==> config.mk <==
export PLATFORM = sky130hd
export DESIGN_NAME = i2s_tx
export DESIGN_NICKNAME = d
export VERILOG_FILES = /design/src/rtl/i2s_tx_pkg.sv /design/src/rtl/i2s_bclk_gen.sv /design/src/rtl/i2s_tx.sv
export SDC_FILE = /design/constraint.sdc
export NUM_CORES = 1
export LEC_CHECK = 0
export CORE_MARGIN = 3
export CORE_UTILIZATION = 53
export CTS_BUF_LIST = sky130_fd_sc_hd__clkbuf_16
export DETAILED_ROUTE_END_ITERATION = 10
export HOLD_SLACK_MARGIN = 0.05
export PLACE_DENSITY = 0.9
export SKIP_CTS_REPAIR_TIMING = 1
export SYNTH_ARGS = -nofsm -noshare
export SYNTH_HDL_FRONTEND = slang
export SYNTH_SLANG_ARGS = --single-unit
==> constraint.sdc <==
create_clock -name ctl_clk -period 4.1 [get_ports ctl_clk]
set_input_delay 0.82 -clock ctl_clk [delete_from_list [all_inputs] [get_ports ctl_clk]]
set_output_delay 0.82 -clock ctl_clk [all_outputs]
set_load 0.05 [all_outputs]
==> src/rtl/i2s_tx_pkg.sv <==
// Shared types and defaults for the I2S transmitter.
// State encodings and sample geometry shared with the synth.
package i2s_tx_pkg;

  typedef enum logic [1:0] {
    ST_IDLE  = 2'd0,
    ST_RUN   = 2'd1,
    ST_DRAIN = 2'd2
  } i2s_state_e;

  localparam int BITWIDTH_DEF   = 24;
  localparam int SLOT_WIDTH_DEF = 32;
  localparam int BCLK_DIV_DEF   = 4;

  function automatic int cnt_w(input int n);
    return (n > 1) ? $clog2(n) : 1;
  endfunction

endpackage

==> src/rtl/i2s_bclk_gen.sv <==
// Bit-clock divider: toggles bclk every BCLK_DIV cycles while running.
// Edge strobes are valid in the cycle whose closing edge moves bclk.
module i2s_bclk_gen
  import i2s_tx_pkg::*;
#(
  parameter int BCLK_DIV = BCLK_DIV_DEF
) (
  input  logic clk_i,
  input  logic rst_ni,
  input  logic run_i,
  input  logic clr_i,
  output logic bclk_o,
  output logic rise_evt_o,
  output logic fall_evt_o
);

  localparam int DW = cnt_w(BCLK_DIV);
  localparam logic [DW-1:0] DIV_TC = DW'(BCLK_DIV - 1);

  logic [DW-1:0] div_q, div_d;
  logic          bclk_q, bclk_d;
  logic          tc;

  assign tc         = run_i & ~clr_i & (div_q == DIV_TC);
  assign rise_evt_o = tc & ~bclk_q;
  assign fall_evt_o = tc & bclk_q;
  assign bclk_o     = bclk_q;

  always_comb begin
    div_d  = div_q;
    bclk_d = bclk_q;
    if (clr_i) begin
      div_d  = '0;
      bclk_d = 1'b0;
    end else if (run_i) begin
      if (tc) begin
        div_d  = '0;
        bclk_d = ~bclk_q;
      end else begin
        div_d = div_q + DW'(1);
      end
    end
  end

  always_ff @(posedge clk_i or negedge rst_ni) begin
    if (!rst_ni) begin
      div_q  <= '0;
      bclk_q <= 1'b0;
    end else begin
      div_q  <= div_d;
      bclk_q <= bclk_d;
    end
  end

endmodule

==> src/rtl/i2s_tx.sv <==
// Philips I2S transmitter: mono sample duplicated into both slots.
// Paces the synth with one aud_freq strobe per stereo frame.
module i2s_tx
  import i2s_tx_pkg::*;
#(
  parameter int BITWIDTH   = BITWIDTH_DEF,
  parameter int SLOT_WIDTH = SLOT_WIDTH_DEF,
  parameter int BCLK_DIV   = BCLK_DIV_DEF
) (
  input  logic                ctl_clk,
  input  logic                ctl_rst,
  input  logic                enable,
  input  logic [BITWIDTH-1:0] sample_in,
  output logic                aud_freq,
  output logic                i2s_bclk,
  output logic                i2s_lrclk,
  output logic                i2s_sdata,
  output logic                busy
);

  localparam int PW = cnt_w(SLOT_WIDTH);
  localparam int BW = cnt_w(BITWIDTH);
  localparam logic [PW-1:0] P_LAST = PW'(SLOT_WIDTH - 1);
  localparam logic [PW-1:0] P_MSB  = PW'(BITWIDTH);

  i2s_state_e          state_q, state_d;
  logic [PW-1:0]       p_q, p_d;
  logic                lrclk_q, lrclk_d;
  logic [BITWIDTH-1:0] hold_q, hold_d;
  logic                aud_q, aud_d;
  logic                sdata_q, sdata_d;
  logic [BW-1:0]       bidx;

  logic bclk;
  logic fall_evt;
  logic unused_rise;
  logic frame_end;

  i2s_bclk_gen #(
    .BCLK_DIV (BCLK_DIV)
  ) u_bclk (
    .clk_i      (ctl_clk),
    .rst_ni     (ctl_rst),
    .run_i      (state_q != ST_IDLE),
    .clr_i      (state_q == ST_IDLE),
    .bclk_o     (bclk),
    .rise_evt_o (unused_rise),
    .fall_evt_o (fall_evt)
  );

  // Right slot wrapping back to left: the frame boundary.
  assign frame_end = fall_evt & lrclk_q & (p_q == P_LAST);

  always_comb begin
    state_d = state_q;
    p_d     = p_q;
    lrclk_d = lrclk_q;
    hold_d  = hold_q;
    aud_d   = 1'b0;
    sdata_d = 1'b0;
    bidx    = '0;
    unique case (state_q)
      ST_IDLE: begin
        if (enable) begin
          hold_d  = sample_in;
          aud_d   = 1'b1;
          p_d     = '0;
          lrclk_d = 1'b0;
          state_d = ST_RUN;
        end
      end
      ST_RUN, ST_DRAIN: begin
        state_d = enable ? ST_RUN : ST_DRAIN;
        if (fall_evt) begin
          if (p_q == P_LAST) begin
            p_d     = '0;
            lrclk_d = ~lrclk_q;
          end else begin
            p_d = p_q + PW'(1);
          end
        end
        if (frame_end) begin
          if (state_q == ST_RUN || enable) begin
            hold_d = sample_in;
            aud_d  = 1'b1;
          end else begin
            state_d = ST_IDLE;
            p_d     = '0;
            lrclk_d = 1'b0;
          end
        end
      end
      default: state_d = ST_IDLE;
    endcase
    // p=0 is the one-bit delay slot; past the MSB count is padding.
    if (state_d != ST_IDLE && p_d != '0 && p_d <= P_MSB) begin
      bidx    = BW'(BITWIDTH - int'(p_d));
      sdata_d = hold_d[bidx];
    end
  end

  always_ff @(posedge ctl_clk or negedge ctl_rst) begin
    if (!ctl_rst) begin
      state_q <= ST_IDLE;
      p_q     <= '0;
      lrclk_q <= 1'b0;
      hold_q  <= '0;
      aud_q   <= 1'b0;
      sdata_q <= 1'b0;
    end else begin
      state_q <= state_d;
      p_q     <= p_d;
      lrclk_q <= lrclk_d;
      hold_q  <= hold_d;
      aud_q   <= aud_d;
      sdata_q <= sdata_d;
    end
  end

  assign aud_freq  = aud_q;
  assign i2s_bclk  = bclk;
  assign i2s_lrclk = lrclk_q;
  assign i2s_sdata = sdata_q;
  assign busy      = (state_q != ST_IDLE);

endmodule

# Yosys cells after proc, flatten, opt, wreduce, memory -nomap -nowiden
# Cells that the tools add are included.
totals:
  regBits: 37
  output_inout_bits: 5
classes:
  n_addsub: 3
  order_cmp: 2
  eq_ne: 5
  n_mux: 34
  bitwise: 8
  reduce_logical: 13
op_table:
  columns: ["op", "count"]
  rows:
  - ["$mux W24", 3]
  - ["$pmux W24 S2", 1]
  - ["$mux W5", 5]
  - ["$mux W2", 7]
  - ["$mux W1", 13]
  - ["$pmux W5 S2", 1]
  - ["$reduce_bool A2 Y1", 5]
  - ["$lt A5 B6 Y1 const B", 1]
  - ["$add A5 B1 Y5 const B", 1]
  - ["$and A1 B1 Y1", 5]
  - ["$bmux W1 S5", 1]
  - ["$eq A5 B5 Y1 const B", 1]
  - ["$le A5 B5 Y1 const B", 1]
  - ["$reduce_bool A5 Y1", 1]
  - ["$sub A5 B5 Y5 const A", 1]
  - ["$eq A2 B2 Y1 const B", 2]
  - ["$pmux W1 S2", 2]
  - ["$pmux W2 S2", 1]
  - ["$reduce_and A2 Y1", 2]
  - ["$not A1 Y1", 3]
  - ["$add A2 B1 Y2 const B", 1]
  - ["$eq A2 B1 Y1 const B", 1]
  - ["$logic_and A1 B1 Y1", 2]
  - ["$logic_not A2 Y1", 1]
  - ["other kinds (3)", 3]

# Depth between registers and ports, before layout
# Gate-level depths: netlist of the first run.
logic_depth:
  depth_word: 13
  mapped_depth: 14
  mapped_depth_nobuf: 14

# Modules after synthesis
# From an unflattened synthesis of the first run, not the netlist that was laid out.
unflattened:
  cells_unflattened: 180
  area_unflattened_um2: 2067.0
by_module_without_submodules:
  columns: ["module", "n_inst", "cells_per_inst", "area_per_inst_um2", "seq_area_each_um2"]
  rows:
  - ["i2s_tx", 1, 165, 1904.3, 850.8]
  - ["i2s_bclk_gen", 1, 15, 162.7, 75.1]

# Least setup slack after synthesis of the first run
# No wires, ideal clock.
synth_timing:
  kind: "register to register"
  from: "register p_q[0]"
  to: "register sdata_q (netlist: i2s_sdata)"
  setup_time_ns: 0.131
  arrival_ns: 3.129
  t_required_ns: 3.969
  setup_slack_ns: 0.841
  stages_incl_launch_ff: 14
  path_buffers: 0
  cell_sequence: "dfrtp_1 -> ha_1 -> and3_1 -> ha_1 -> or3_4 -> mux2i_4 -> inv_2 -> ha_1 -> clkinv_1 -> xnor2_4 -> mux2i_1 -> o21ai_1 -> a2111oi_2 -> o22ai_2"
synth_between:
  elab_chain_len: 10
  elab_cells_between_ends: 22
  classes_between: "2 x add/sub; 1 x order compare; 1 x eq/ne; 13 x mux; 1 x bitwise; 4 x reduce/logical"
synth_rtl:
  columns: ["element", "line_no", "rtl"]
  rows:
  - ["start: declaration", "i2s_tx.sv:27", "logic [PW-1:0] p_q, p_d;"]
  - ["start signal: assignment", "i2s_tx.sv:112", "p_q <= p_d;"]
  - ["$add A5 B1 Y5 or $eq A5 B5 Y1 (tied branches)", "i2s_tx.sv:79, i2s_tx.sv:52, i2s_tx.sv:75", null]
  - ["$mux W5", "i2s_tx.sv:75", "if (p_q == P_LAST) begin"]
  - ["$mux W5", "i2s_tx.sv:74", "if (fall_evt) begin"]
  - ["$mux W5", "i2s_tx.sv:83", "if (state_q == ST_RUN || enable) begin"]
  - ["$mux W5", "i2s_tx.sv:82", "if (frame_end) begin"]
  - ["$pmux W5 S2 (*)", "i2s_tx.sv:62", "unique case (state_q)"]
  - ["via p_d[0]", "i2s_tx.sv:27", null]
  - ["$sub A5 B5 Y5 or $reduce_bool A5 Y1 (tied branches)", "i2s_tx.sv:97, i2s_tx.sv:96", null]
  - ["$bmux W1 S5 or $logic_and A1 B1 Y1 (tied branches)", "i2s_tx.sv:98, i2s_tx.sv:96", null]
  - ["$mux W1 (not written as such) or $logic_and A1 B1 Y1 (tied branches)", "i2s_tx.sv:98, i2s_tx.sv:96", null]
  - ["$mux W1 (*)", "i2s_tx.sv:96", "if (state_d != ST_IDLE && p_d != '0 && p_d <= P_MSB) begin"]
  - ["via sdata_d", "i2s_tx.sv:31", "logic sdata_q, sdata_d;"]
  - ["end signal: assignment", "i2s_tx.sv:116", "sdata_q <= sdata_d;"]
  - ["end: declaration", "i2s_tx.sv:31", null]
# The timed path passes the listed nets; every way through them passes the cells marked *. The select of a mux whose other input is x is not followed.
# A chain may end at the register's enable or synchronous reset.

# Worst setup path in the final report of the first run
layout_timing:
  from: "register state_q[0]"
  to: "register sdata_q (netlist: i2s_sdata)"
layout_between:
  elab_chain_len: 13
  elab_cells_between_ends: 32
  classes_between: "1 x add/sub; 1 x order compare; 2 x eq/ne; 14 x mux; 6 x bitwise; 8 x reduce/logical"
layout_rtl:
  columns: ["element", "line_no", "rtl"]
  rows:
  - ["start: declaration", "i2s_tx.sv:26", "i2s_state_e state_q, state_d;"]
  - ["start signal: assignment", "i2s_tx.sv:111", "state_q <= state_d;"]
  - ["$logic_not A2 Y1", "i2s_tx.sv:45, i2s_tx.sv:62", null]
  - ["$not A1 Y1", "i2s_bclk_gen.sv:24", "assign tc = run_i & ~clr_i & (div_q == DIV_TC);"]
  - ["$and A1 B1 Y1 (2 in series)", "i2s_bclk_gen.sv:24", null]
  - ["$and A1 B1 Y1", "i2s_bclk_gen.sv:26", "assign fall_evt_o = tc & bclk_q;"]
  - ["$mux W5 or $and A1 B1 Y1 (tied branches)", "i2s_tx.sv:74, i2s_tx.sv:52", null]
  - ["$mux W5 or $and A1 B1 Y1 (tied branches)", "i2s_tx.sv:83, i2s_tx.sv:52", null]
  - ["$mux W5", "i2s_tx.sv:82", null]
  - ["$pmux W5 S2 (*)", "i2s_tx.sv:62", null]
  - ["via p_d[0]", "i2s_tx.sv:27", null]
  - ["$sub A5 B5 Y5 or $reduce_bool A5 Y1 (tied branches)", "i2s_tx.sv:97, i2s_tx.sv:96", null]
  - ["$bmux W1 S5 or $logic_and A1 B1 Y1 (tied branches)", "i2s_tx.sv:98, i2s_tx.sv:96", null]
  - ["$mux W1 (not written as such) or $logic_and A1 B1 Y1 (tied branches)", "i2s_tx.sv:98, i2s_tx.sv:96", null]
  - ["$mux W1 (*)", "i2s_tx.sv:96", null]
  - ["via sdata_d", "i2s_tx.sv:31", null]
# Marks and branches as above.

==> impl_metrics.ini, run 1 <==
[logic_synthesis]
ys_types = 55
synth_top_area_share_pct = 44.61
synth.most_common_cell = dfrtp_1
syn_inst = 173
netlist_area_sq_mm = 0.002076
yosysWarningCount = 0
ys_top_cells_by_area = dfrtp_1 45%, a22o_1 6.3%, ha_1 4.2%, mux2i_1 3.9%, a22o_2 3.4%
synth_area_leader_cell = dfrtp_1
synth_commonest_cells = 37 x dfrtp_1, 15 x a22o_1, 8 x mux2i_1
synthArstFlopShare_pct = 100.0
yosysSeqAreaShare_pct = 44.61
syn_avg_cell_area_sq_um = 12.00
ys_seq_elements = 37
synth_top_flop_cell = dfrtp_1
syn_nets = 207
synth_edf_count = 0

[global_routing]
overflow = 0
grt_pass1_vias = 1432
antenna_found_initial = 0
grt_pass1_wl_microns = 6989
grt_usage_pct = 20.55
grt_max_degree = 38

[cts]
cts_tree = built
cts.sinks = 37
clock_latency_ns = 0.28
numCtsBuffers = 5
root_buffer = clkbuf_16
clock_path_buffers = 2
cts.clk_slew.worst_paths_ns = 0.06
h-tree-depth = 2

[min_path]
whs_endpoint = u_bclk.div_q[0]
hold_start = u_bclk.div_q[0]
hold_path.class = reg2reg
hold_path_depth = 1

[sta]
final.min_clock_period_ns = 3.738
finClkSkew_ns = 0.004398
slew-limit-headroom_pct = 56.62
fmax_mhz = 267.5
worst_slew_pin_slew_ns = 0.6490
setup_viol = 0
fin_crit_sh_pct = 91.18
whs_ns = 0.4458
hold_viol = 0
rsz0062_at_grt = false
fin_setup_tns_ns = 0
slew_violations = 0

[run]
drv_cap = 0

[setup_path]
r2r-end = i2s_sdata
arrival_ns = 3.89
crit_slowest_cell = a2111oi_2
cp_data_required_time_ns = 4.26
reg2reg_slack_ns = 0.36
r2r_start = state_q[0]
crit_chain = inv_1, ha_1, nand3b_1, a211oi_2, mux2i_4, inv_2, ha_1, clkinv_1, xnor2_4, mux2i_1, o21ai_1, a2111oi_2, o22ai_2
crit_path_end_kind = flip-flop
ff2ff_path_depth = 13
slowest_delay_ns = 0.46
crit_path_start_kind = flip-flop
critPathKind = reg2reg
critPathMostFrequentCell = ha_1
crit_fanout = 12

[placed_design]
routabilityCongestion = 0.8554
io_buffers = 31
hpwl_microns = 2860

[pwr]
switchingPower_mw = 0.6824
power.density_mw_per_mm2 = 687.7
switching_share_pct = 38.84
ir_drop_mv = 0.4289
leakage_nw = 1.126
p_comb_share_pct = 48.5
p_seq_share_pct = 30.8
internal_power_mw = 1.075
clkPwrFrac_pct = 20.7

[detailed_routing]
wl_per_cell_microns = 16.42
ant_nets = 0
viasPerCell = 5.883
num_vias = 1506
drt-initial-drc-count = 124
dr.pass1.iters = 5
drc_errors = 0
drt-total-wl_microns = 4204

[cells_and_area]
nets = 241
ff_latch_area_sq_um = 925.9
multi_input_area_sq_mm = 0.001055
drive_gt1_share_pct = 17.79
num_antenna_cells = 0
n_fill_cell = 273
syn2layout_area_growth_pct = 23.09

[floorplan]
die_w_microns = 68.58
pin_count = 32
start_util_pct = 55.86
rows = 22
die_h_microns = 68.58
die_area_sq_mm = 0.004703
coreArea_sq_mm = 0.003716

[outcome]
outcome = finished clean
[metrics by stage]
| step | util (%) | power, mW | cells | area, sq um | setup WS, ns |
|---|---|---|---|---|---|
| final | 68.75 | 1.757 | 256 | 2555 | 0.3617 |
| after global routing | 68.75 | 1.868 | 256 | 2555 | 0.003131 |
| after CTS | 68.75 | 1.764 | 256 | 2555 | 0.3612 |
| after detailed placement | 64.98 | 1.387 | 248 | 2415 | 0.1507 |
| after global placement | 64.98 | 1.371 | 248 | 2415 | 0.3027 |
| after floorplan | - | 1.209 | 173 | 2076 | 0.8406 |
[per-layer routing]
| metal | GRT usage (%) | wire length (microns) | vias to the layer above |
|---|---|---|---|
| met5 | 0 | 0 | - |
| met4 | 8.933 | 108 | 0 |
| met3 | 5.348 | 155 | 9 |
| met2 | 28.13 | 1866 | 37 |
| met1 | 30.39 | 2074 | 732 |
| li1 | - | - | 728 |
[registers in the layout (all words and copies together) (netlist names)]
| name | count |
|---|---|
| aud_freq | 1 |
| state_q | 2 |
| i2s_lrclk | 1 |
| u_bclk.div_q | 2 |
| i2s_sdata | 1 |
| p_q | 5 |
| hold_q | 24 |
| u_bclk.bclk_o | 1 |
[kinds of logic after synthesis]
group           after synthesis  share of synthesized area, %
compound gates               54                         23.57
xor+xnor                      7                         3.858
fa+ha+maj                     7                         4.219
buf+inv                      17                         4.581
flops                        37                         44.61
mux                          10                         6.028
simple gates                 41                         13.14
[critical path, delay by kind of cell (launching register included)]
kind	cells	cell delay [ns]
fa+ha+maj	2	0.42
mux	2	0.42
xor+xnor	1	0.38
flops	1	0.41
buf+inv	3	0.41
compound gates	4	1.12
simple gates	1	0.45
[layout make-up]
class	count	share of cell area (%)
multi-input combinational	119	41.28
sequential	37	36.24
timing repair buffer	35	13.32
clock buffer	5	4.897
tap	48	2.351
inverter	9	1.322
clock inverter	3	0.5877
[how the worst max path moves through the flow]
stage,start,end,cells past startpoint
after floorplan,p_q[0],i2s_sdata,13
after global placement,enable,i2s_sdata,12
after detailed placement,enable,i2s_sdata,12
after CTS,state_q[0],i2s_sdata,13
after global routing,p_q[0],i2s_sdata,14
final,state_q[0],i2s_sdata,13
[cells in the final DEF, fill, tap and decap left out, types with 6 or more instances in the layout]
cell type         n
a22o_1           15
a22o_2            7
clkdlybuf4s50_1  31
dfrtp_1          37
ha_1              7
inv_1             8
mux2i_1           8
nand2_1           6
nor2_1            7
[power groups by stage]
stage	sequential [mW]	clock (mW)	combinational, mW
after CTS	0.542	0.369	0.853
final	0.542	0.363	0.852
after floorplan	0.579	0	0.629
after global routing	0.554	0.386	0.928
after detailed placement	0.546	0	0.840
after global placement	0.540	0	0.831
Note: power is estimated with default switching activity, not from simulation.
==> run 2, diff against run 1 <==
--- a/config.mk
+++ b/config.mk
@@ -9,6 +9,7 @@
 export CORE_UTILIZATION = 53
 export CTS_BUF_LIST = sky130_fd_sc_hd__clkbuf_16
 export DETAILED_ROUTE_END_ITERATION = 10
+export GPL_TIMING_DRIVEN = 1
 export HOLD_SLACK_MARGIN = 0.05
 export PLACE_DENSITY = 0.9
 export SKIP_CTS_REPAIR_TIMING = 1
==> results of run 2 <==
Final layout, timing and power as in run 1 (identical DEF).
